<file path="config.mk">
export PLATFORM = sky130hd
export DESIGN_NAME = rf_wb_arbiter
export DESIGN_NICKNAME = d
export VERILOG_FILES = /design/src/rtl/rf_wb_arbiter_pkg.sv /design/src/rtl/wb_fifo.sv /design/src/rtl/rf_wb_arbiter.sv
export SDC_FILE = /design/constraint.sdc
export NUM_CORES = 1
export LEC_CHECK = 0
export ABC_AREA = 1
export CAP_MARGIN = 15
export CORE_ASPECT_RATIO = 1.75
export CORE_UTILIZATION = 50
export CTS_BUF_LIST = sky130_fd_sc_hd__clkbuf_4
export DETAILED_ROUTE_END_ITERATION = 10
export PLACE_DENSITY = 0.87
export SLEW_MARGIN = 10
export SYNTH_ARGS = -nofsm -noshare
export SYNTH_HDL_FRONTEND = slang
export SYNTH_SLANG_ARGS = --single-unit
</file>
<file path="constraint.sdc">
create_clock -name clk -period 3.2 [get_ports clk]
set_clock_uncertainty 0.1 [all_clocks]
set_input_delay 0.48 -clock clk [delete_from_list [all_inputs] [get_ports clk]]
set_output_delay 0.48 -clock clk [all_outputs]
set_load 0.02 [all_outputs]
</file>
<file path="src/rtl/rf_wb_arbiter_pkg.sv">
// Shared register-file definitions: datapath widths and writeback source encoding.
package rf_wb_arbiter_pkg;
  localparam int DATA_WIDTH = 32;
  localparam int ADDR_WIDTH = 5;

  typedef enum logic {SRC_ALU = 1'b0, SRC_MEM = 1'b1} wb_src_e;
endpackage

</file>
<file path="src/rtl/wb_fifo.sv">
// Small load-writeback queue; the head is visible combinationally on dout.
module wb_fifo #(
  parameter int W     = 37,
  parameter int DEPTH = 2
) (
  input  logic         clk,
  input  logic         rst_n,
  input  logic         push,
  input  logic         pop,
  input  logic [W-1:0] din,
  output logic [W-1:0] dout,
  output logic         full,
  output logic         empty
);
  localparam int AW = $clog2(DEPTH);

  logic [W-1:0] mem [DEPTH];
  logic [AW:0]  wp, rp;

  // Extra pointer bit distinguishes full from empty when the indices match.
  assign empty = (wp == rp);
  assign full  = (wp[AW] != rp[AW]) && (wp[AW-1:0] == rp[AW-1:0]);
  assign dout  = mem[rp[AW-1:0]];

  always_ff @(posedge clk or negedge rst_n) begin
    if (!rst_n) begin
      wp <= '0;
      rp <= '0;
    end else begin
      if (push && !full) wp <= wp + 1'b1;
      if (pop && !empty) rp <= rp + 1'b1;
    end
  end

  always_ff @(posedge clk) begin
    if (push && !full) mem[wp[AW-1:0]] <= din;
  end
endmodule

</file>
<file path="src/rtl/rf_wb_arbiter.sv">
// Register-file writeback arbiter: ALU vs queued loads, registered RF write port, busy scoreboard.
module rf_wb_arbiter
  import rf_wb_arbiter_pkg::*;
#(
  parameter int DATA_WIDTH = rf_wb_arbiter_pkg::DATA_WIDTH,
  parameter int ADDR_WIDTH = rf_wb_arbiter_pkg::ADDR_WIDTH,
  parameter int MQ_DEPTH   = 2
) (
  input  logic                     clk,
  input  logic                     rst_n,
  input  logic                     alu_valid,
  output logic                     alu_ready,
  input  logic [ADDR_WIDTH-1:0]    alu_waddr,
  input  logic [DATA_WIDTH-1:0]    alu_wdata,
  input  logic                     mem_valid,
  output logic                     mem_ready,
  input  logic [ADDR_WIDTH-1:0]    mem_waddr,
  input  logic [DATA_WIDTH-1:0]    mem_wdata,
  output logic                     rf_wen,
  output logic [ADDR_WIDTH-1:0]    rf_waddr,
  output logic [DATA_WIDTH-1:0]    rf_wdata,
  input  logic                     iss_valid,
  input  logic [ADDR_WIDTH-1:0]    iss_waddr,
  output logic                     iss_ready,
  output logic [2**ADDR_WIDTH-1:0] busy
);
  localparam int NREG = 2**ADDR_WIDTH;

  typedef struct packed {
    logic [ADDR_WIDTH-1:0] waddr;
    logic [DATA_WIDTH-1:0] wdata;
  } wb_req_t;

  wb_req_t   mem_req, head, alu_req, sel;
  logic      full, empty, push, gnt_alu, gnt_mem;
  wb_src_e   last;
  logic [NREG-1:0] busy_q, busy_d;

  assign mem_req = '{waddr: mem_waddr, wdata: mem_wdata};
  assign alu_req = '{waddr: alu_waddr, wdata: alu_wdata};
  assign push    = mem_valid && !full;

  wb_fifo #(.W($bits(wb_req_t)), .DEPTH(MQ_DEPTH)) u_mq (
    .clk   (clk),
    .rst_n (rst_n),
    .push  (push),
    .pop   (gnt_mem),
    .din   (mem_req),
    .dout  (head),
    .full  (full),
    .empty (empty)
  );

  // A full queue with another load waiting jumps the round-robin order.
  always_comb begin
    gnt_alu = 1'b0;
    gnt_mem = 1'b0;
    if (rst_n) begin
      if (full && mem_valid)       gnt_mem = 1'b1;
      else if (alu_valid && !empty) begin
        if (last == SRC_ALU)       gnt_mem = 1'b1;
        else                       gnt_alu = 1'b1;
      end
      else if (alu_valid)          gnt_alu = 1'b1;
      else if (!empty)             gnt_mem = 1'b1;
    end
  end

  assign sel       = gnt_mem ? head : alu_req;
  assign alu_ready = gnt_alu;
  assign mem_ready = !full;

  // x0 grants retire silently: no write, output fields keep their last value.
  always_ff @(posedge clk or negedge rst_n) begin
    if (!rst_n) begin
      rf_wen   <= 1'b0;
      rf_waddr <= '0;
      rf_wdata <= '0;
      last     <= SRC_ALU;
    end else begin
      rf_wen <= 1'b0;
      if (gnt_alu || gnt_mem) begin
        last <= gnt_mem ? SRC_MEM : SRC_ALU;
        if (sel.waddr != '0) begin
          rf_wen   <= 1'b1;
          rf_waddr <= sel.waddr;
          rf_wdata <= sel.wdata;
        end
      end
    end
  end

  assign iss_ready = (iss_waddr == '0) || !busy_q[iss_waddr];

  always_comb begin
    busy_d = busy_q;
    if (rf_wen) busy_d[rf_waddr] = 1'b0;
    if (iss_valid && iss_ready && iss_waddr != '0) busy_d[iss_waddr] = 1'b1;
    busy_d[0] = 1'b0;
  end

  always_ff @(posedge clk or negedge rst_n) begin
    if (!rst_n) busy_q <= '0;
    else        busy_q <= busy_d;
  end

  assign busy = busy_q;
endmodule

</file>
After elaboration in Yosys (flattened, before gate mapping)
Memories as Yosys holds them, arrays and structs flattened.
Cells that the tools add are included.

word-level totals
  flip-flop bits (word level) = 74
  RAM bits = 74
  input port bits = 84
  output and inout bits = 73
  word-level logic and storage cells = 64
  memories kept = 1

cells by class
  $add $sub $neg = 2
  order comparisons = 4
  equality and inequality tests = 3
  mux-type cells = 25
  bitwise operators = 3
  reductions and logical operators = 19

memory list
  memory    depth  bits a word  read ports  clocked after Yosys merged registers in  write ports  line           RTL
  u_mq.mem  2      37           1           0                                        1            wb_fifo.sv:17  logic [W-1:0] mem [DEPTH];

operators with widths
  operator                                                                             count
  32-bit two-way mux                                                                   2
  37-bit two-way mux                                                                   1
  32-bit AND                                                                           1
  32-bit inverter                                                                      1
  32-bit bitwise OR                                                                    1
  1-bit two-way mux                                                                    19
  5-bit by 6-bit < comparator with 1-bit output, second input constant                 2
  1-bit demux with 5-bit select                                                        2
  5-bit by 1-bit greater-or-equal comparator with 1-bit output, second input constant  2
  1-bit logical AND                                                                    10
  5-bit nonzero test                                                                   2
  1-bit binary-select mux with 5-bit select                                            1
  5-bit logical NOT                                                                    1
  2-bit by 1-bit adder with 2-bit output, second input constant                        2
  1-bit logical NOT                                                                    3
  2-bit == test                                                                        1
  1-bit logical OR                                                                     2
  2-bit AND reduction                                                                  1
  1-bit == test                                                                        1
  1-bit != test                                                                        1

Logic depth before layout (Yosys ltp)
  word-level depth = 10
  mapped depth = 13
  depth with buffers taken out = 12

Modules after synthesis
A second synthesis with hierarchy kept.

unflattened totals
  cells, all modules = 821
  area, all modules = 7073.0 um^2

by module, submodules not included
  module         instances  cells an instance  area each (um^2)  seq. area each (um^2)
  rf_wb_arbiter  1          587                4125.2            1751.7
  wb_fifo        1          234                2947.8            2322.2

Least setup slack after synthesis
OpenSTA, ideal clock, no wires.

  path kind = reg-to-reg
  start = register u_mq.rp[0]
  end = memory u_mq.mem[1][0], enable pin
  library setup time = 0.435 ns
  arrival = 2.600 ns
  required time = 2.665 ns
  setup slack = 0.065 ns
  cell stages (with the launch flop) = 7
  buffers on the path = 0
  clock period less this slack = 3.135 ns
  cells stage by stage = dfrtp_1 > inv_2 > nand2_1 > nand2_2 > nand2_1 > nand2_1 > nor2_1

on the way
  word-level cells in the longest chain between the ends = 7

RTL lines
  what                                       line                 RTL
  start, declared                            wb_fifo.sv:18        logic [AW:0] wp, rp;
  start signal, assigned                     wb_fifo.sv:31        if (pop && !empty) rp <= rp + 1'b1;
  1-bit == test *                            wb_fifo.sv:22        assign full = (wp[AW] != rp[AW]) && (wp[AW-1:0] == rp[AW-1:0]);
  1-bit logical AND *                        wb_fifo.sv:22
  1-bit logical NOT *                        -
  via mem_ready                              rf_wb_arbiter.sv:16  output logic mem_ready,
  1-bit logical AND                          rf_wb_arbiter.sv:41  assign push = mem_valid && !full;
  1-bit logical AND *                        wb_fifo.sv:36        if (push && !full) mem[wp[AW-1:0]] <= din;
  1-bit two-way mux *                        wb_fifo.sv:36
  1-bit two-way mux (not written as such) *  wb_fifo.sv:36
  end, declared                              wb_fifo.sv:17

The timed path passes the listed nets; every way through them passes the cells marked *.

Worst setup path in the final report
  start = register u_mq.rp[0]
  end = output port alu_ready

on the way
  word-level cells in the longest chain between the ends = 6
  elaborated cells between the ends (all ways) = 9
  those cells by class = eq/ne: 2; mux: 3; reduce/logical: 4

RTL lines
  what                 line                 RTL
  2-bit == test        wb_fifo.sv:21        assign empty = (wp == rp);
  1-bit logical NOT    rf_wb_arbiter.sv:60  else if (alu_valid && !empty) begin
  1-bit logical AND    rf_wb_arbiter.sv:60
  1-bit two-way mux    rf_wb_arbiter.sv:60
  1-bit two-way mux *  rf_wb_arbiter.sv:59  if (full && mem_valid) gnt_mem = 1'b1;
  1-bit two-way mux *  rf_wb_arbiter.sv:58  if (rst_n) begin
  end, declared        rf_wb_arbiter.sv:12  output logic alu_ready,

Mark *: on every way between the ends. The rest lies on a longest branch, timed or not.

==> impl_metrics.py <==
metrics = {
    "outcome": {
        "status": "completed",
    },
    "route": {
        "firstDrtPassIters": 6,
        "ant_nets": 0,
        "detail_route.wl_per_cell_microns": 16.60,
        "drc": 0,
        "viasPerCell": 5.404,
        "drt_first_iter_violations": 401,
        "vias": 5669,
        "wl_mm": 17.41,
    },
    "synth": {
        "ys_ff_latch": 148,
        "synth-warning-count": 0,
        "synthCells": 707,
        "ys_types": 26,
        "postSynthAreaPerCell_sq_um": 9.321,
        "synth_seq_area_share_pct": 61.82,
        "syn_area_sq_mm": 0.006590,
        "synthTopCellsByArea": "edfxtp_1, dfrtp_1, nand2_1",
        "netlist.area_leader.share_pct": 33.72,
        "synth_largest_area_cell": "edfxtp_1",
        "synth_fp_nets": 791,
    },
    "floorplanning": {
        "die_w_microns": 88.79,
        "io_pins": 157,
        "dieArea_sq_mm": 0.01366,
        "die_height_microns": 153.9,
        "core_sq_mm": 0.01287,
        "initial_utilization_pct": 51.21,
        "placement_rows": 55,
    },
    "clock_tree": {
        "cts_buffers": 17,
        "htreeDepth": 4,
        "clk_pin_slew_ps": 120,
        "cts_sinks": 148,
        "clock_latency_ps": 530,
        "cts_root_buf": "clkbuf_4",
        "cts_tree": "done",
        "cts_buffer_depth": 2,
    },
    "pwr": {
        "total_power_mw": 8.323,
        "powerDensity_mw_per_mm2": 959.6,
        "p_leak_nw": 3.628,
        "ir_drop_v": 0.0005440,
    },
    "global_route": {
        "antenna_found_initial": 2,
        "grt_max_degree": 74,
        "grt.total_usage_pct": 27.22,
        "grt_pass1_wl_mm": 27.61,
        "grt_pass1_vias": 5538,
        "grt_overflow": 0,
    },
    "layout": {
        "drive_gt1_share_pct": 6.849,
        "nNetsFinal": 947,
        "final_util_pct": 67.40,
        "area_growth_pct": 31.61,
    },
    "timing": {
        "rsz0062_at_grt": "no",
        "setup_viol_count_final": 0,
        "clock.fmax_ghz": 0.3328,
        "maxSlewViolCount": 0,
        "fin_ws_ps": 195.4,
        "finalSetupTns_ps": 0,
        "hold_violations": 0,
        "fin_crit_sh_pct": 93.89,
        "maxSlewHeadroom_pct": 38.23,
        "min_period_ps": 3005,
        "worst_slew_pin_slew_ps": 926.6,
    },
    "place": {
        "port_buffers": 155,
        "dpl.hpwl_mm": 12.68,
        "dp_slack_ps": 70.01,
        "gp_congestion": 1.004,
    },
    "worst_setup_path": {
        "crit_required_ps": 2620,
        "crit_path_max_fanout": 11,
        "cp-end-kind": "output port",
        "path_class": "reg -> out",
        "reg2reg_setup_slack_ps": 410,
        "cp-start-kind": "flip-flop",
        "r2r_start": "u_mq.rp[0]",
        "reg2reg_to": "rf_wdata[23]",
        "r2r_cells": 10,
        "crit_arrival_ps": 2420,
        "crit_end": "alu_ready",
        "crit_start": "u_mq.rp[0]",
    },
    "min_path": {
        "hold_path.class": "in -> async",
    },
    "run": {
        "maxCapViolCount": 0,
    },
}
## cell families after synthesis
| logic type | after synthesis | synth area share, % |
|---|---|---|
| muxes | 4 | 0.6076 |
| buffers and inverters | 73 | 4.822 |
| AOI/OAI and AO/OA | 83 | 7.803 |
| DFF | 148 | 61.82 |
| xor gates and xnor gates | 2 | 0.2659 |
| and+or+nand+nor | 396 | 24.63 |
| other | 1 | 0.05690 |
## cell usage in the layout, fill, tap and decap left out, types with 2 or more instances in the layout
cell type        synthesis  routed
bufinv_16                0       4
nor3_1                   8       8
a31oi_1                 32      32
xor2_1                   2       2
nor2_4                   0       2
inv_6                    0       4
clkbuf_4                 0      19
diode_2                  0       2
inv_2                    3       3
nor2_1                  77      73
dfrtp_1                 74      74
o21ai_0                 32      32
nand2_2                  2       2
clkinv_4                 0       4
mux2i_1                  4       4
buf_4                    3      12
nand2_1                222     222
clkdlybuf4s50_1          0     153
nor2_2                   0       2
a22oi_1                 15      15
nand3_1                 84      84
edfxtp_1                74      74
inv_1                   39      39
## metrics by stage
step / instances / cell area (sq um) / hold slack (ps)
6_report: 1049 / 8673 / 182.0
2_1_floorplan: 707 / 6590 / 84.41
3_3_place_gp: 1014 / 8310 / 184.6
5_1_grt: 1049 / 8673 / 159.7
3_5_place_dp: 1014 / 8310 / 185.1
4_1_cts: 1047 / 8661 / 174.1
## power breakdown
group	switching, mW	total [mW]	internal (mW)
Combinational	2.25	3.73	1.48
Clock	0.674	1.33	0.653
Sequential	0.505	3.27	2.76
Total	3.43	8.32	4.90
## final cells by class
class / instances / area (sq um)
fillers: 1015 / 4195
flip-flops and latches: 148 / 4074
multi-input cells: 486 / 2218
repair buffers: 168 / 1664
well taps: 171 / 214.0
clock inverters: 13 / 197.7
inverters: 42 / 157.7
clock buffers: 19 / 142.6
diodes: 2 / 5.005
## cells in the mapped netlist
master,count
conb_1,1
nand3_1,84
buf_4,3
a31oi_1,32
xor2_1,2
a21oi_1,1
dfrtp_1,74
or2_2,1
nor3_1,8
clkbuf_1,12
inv_1,39
edfxtp_1,74
nand2_2,2
nand3_2,1
mux2i_1,4
buf_6,2
nor2_1,77
o21ai_2,1
o21ai_0,32
buf_2,14
a21oi_4,1
nand2_1,222
o21bai_2,1
a22oi_1,15
nand2_4,1
inv_2,3
## state kept, by name, summed over array words and instances, names as in the netlist
register and flops:
busy 31, last 1, rf_waddr 5, rf_wdata 32, rf_wen 1, u_mq.mem 74
u_mq.rp 2, u_mq.wp 2
## per-layer routing
| metal | vias to the layer above | share of wire, % | wire length [microns] | global-route usage (%) |
|---|---|---|---|---|
| li1 | 2693 | - | - | - |
| met1 | 2657 | 34 | 5939 | 28.33 |
| met5 | - | 0 | 0 | 0 |
| met3 | 60 | 6.3 | 1105 | 6.227 |
| met2 | 259 | 55 | 9571 | 48.50 |
| met4 | 0 | 4.6 | 794 | 15.59 |
## worst min-delay path by stage
stage / endpoint / cells past startpoint / slack [ps] / from
final: u_mq.wp[0] / 2 / 180 / rst_n
after global routing: u_mq.wp[0] / 2 / 160 / rst_n
after CTS: u_mq.wp[0] / 2 / 170 / rst_n
after detailed placement: u_mq.wp[0] / 1 / 190 / rst_n
after global placement: u_mq.wp[0] / 1 / 180 / rst_n
after floorplan: busy[10] / 0 / 80 / rst_n
## critical path: stages (launching register included)
cell             delay (ps)
dfrtp_1                 550
inv_2                   230
nand2_1                  90
nand2_2                 100
a22oi_1                 100
nor2_1                  150
clkdlybuf4s50_1         680
## timing repair
| action | in CTS | in global routing |
|---|---|---|
| gates resized for setup | 0 | 3 |
| hold buffers | 1 | 0 |
| setup buffers | 0 | 0 |
| hold endpoints to repair | 1 | 0 |
| endpoints found under the setup margin | 0 | 1 |
No activity file was read; power rests on OpenSTA's default activity.
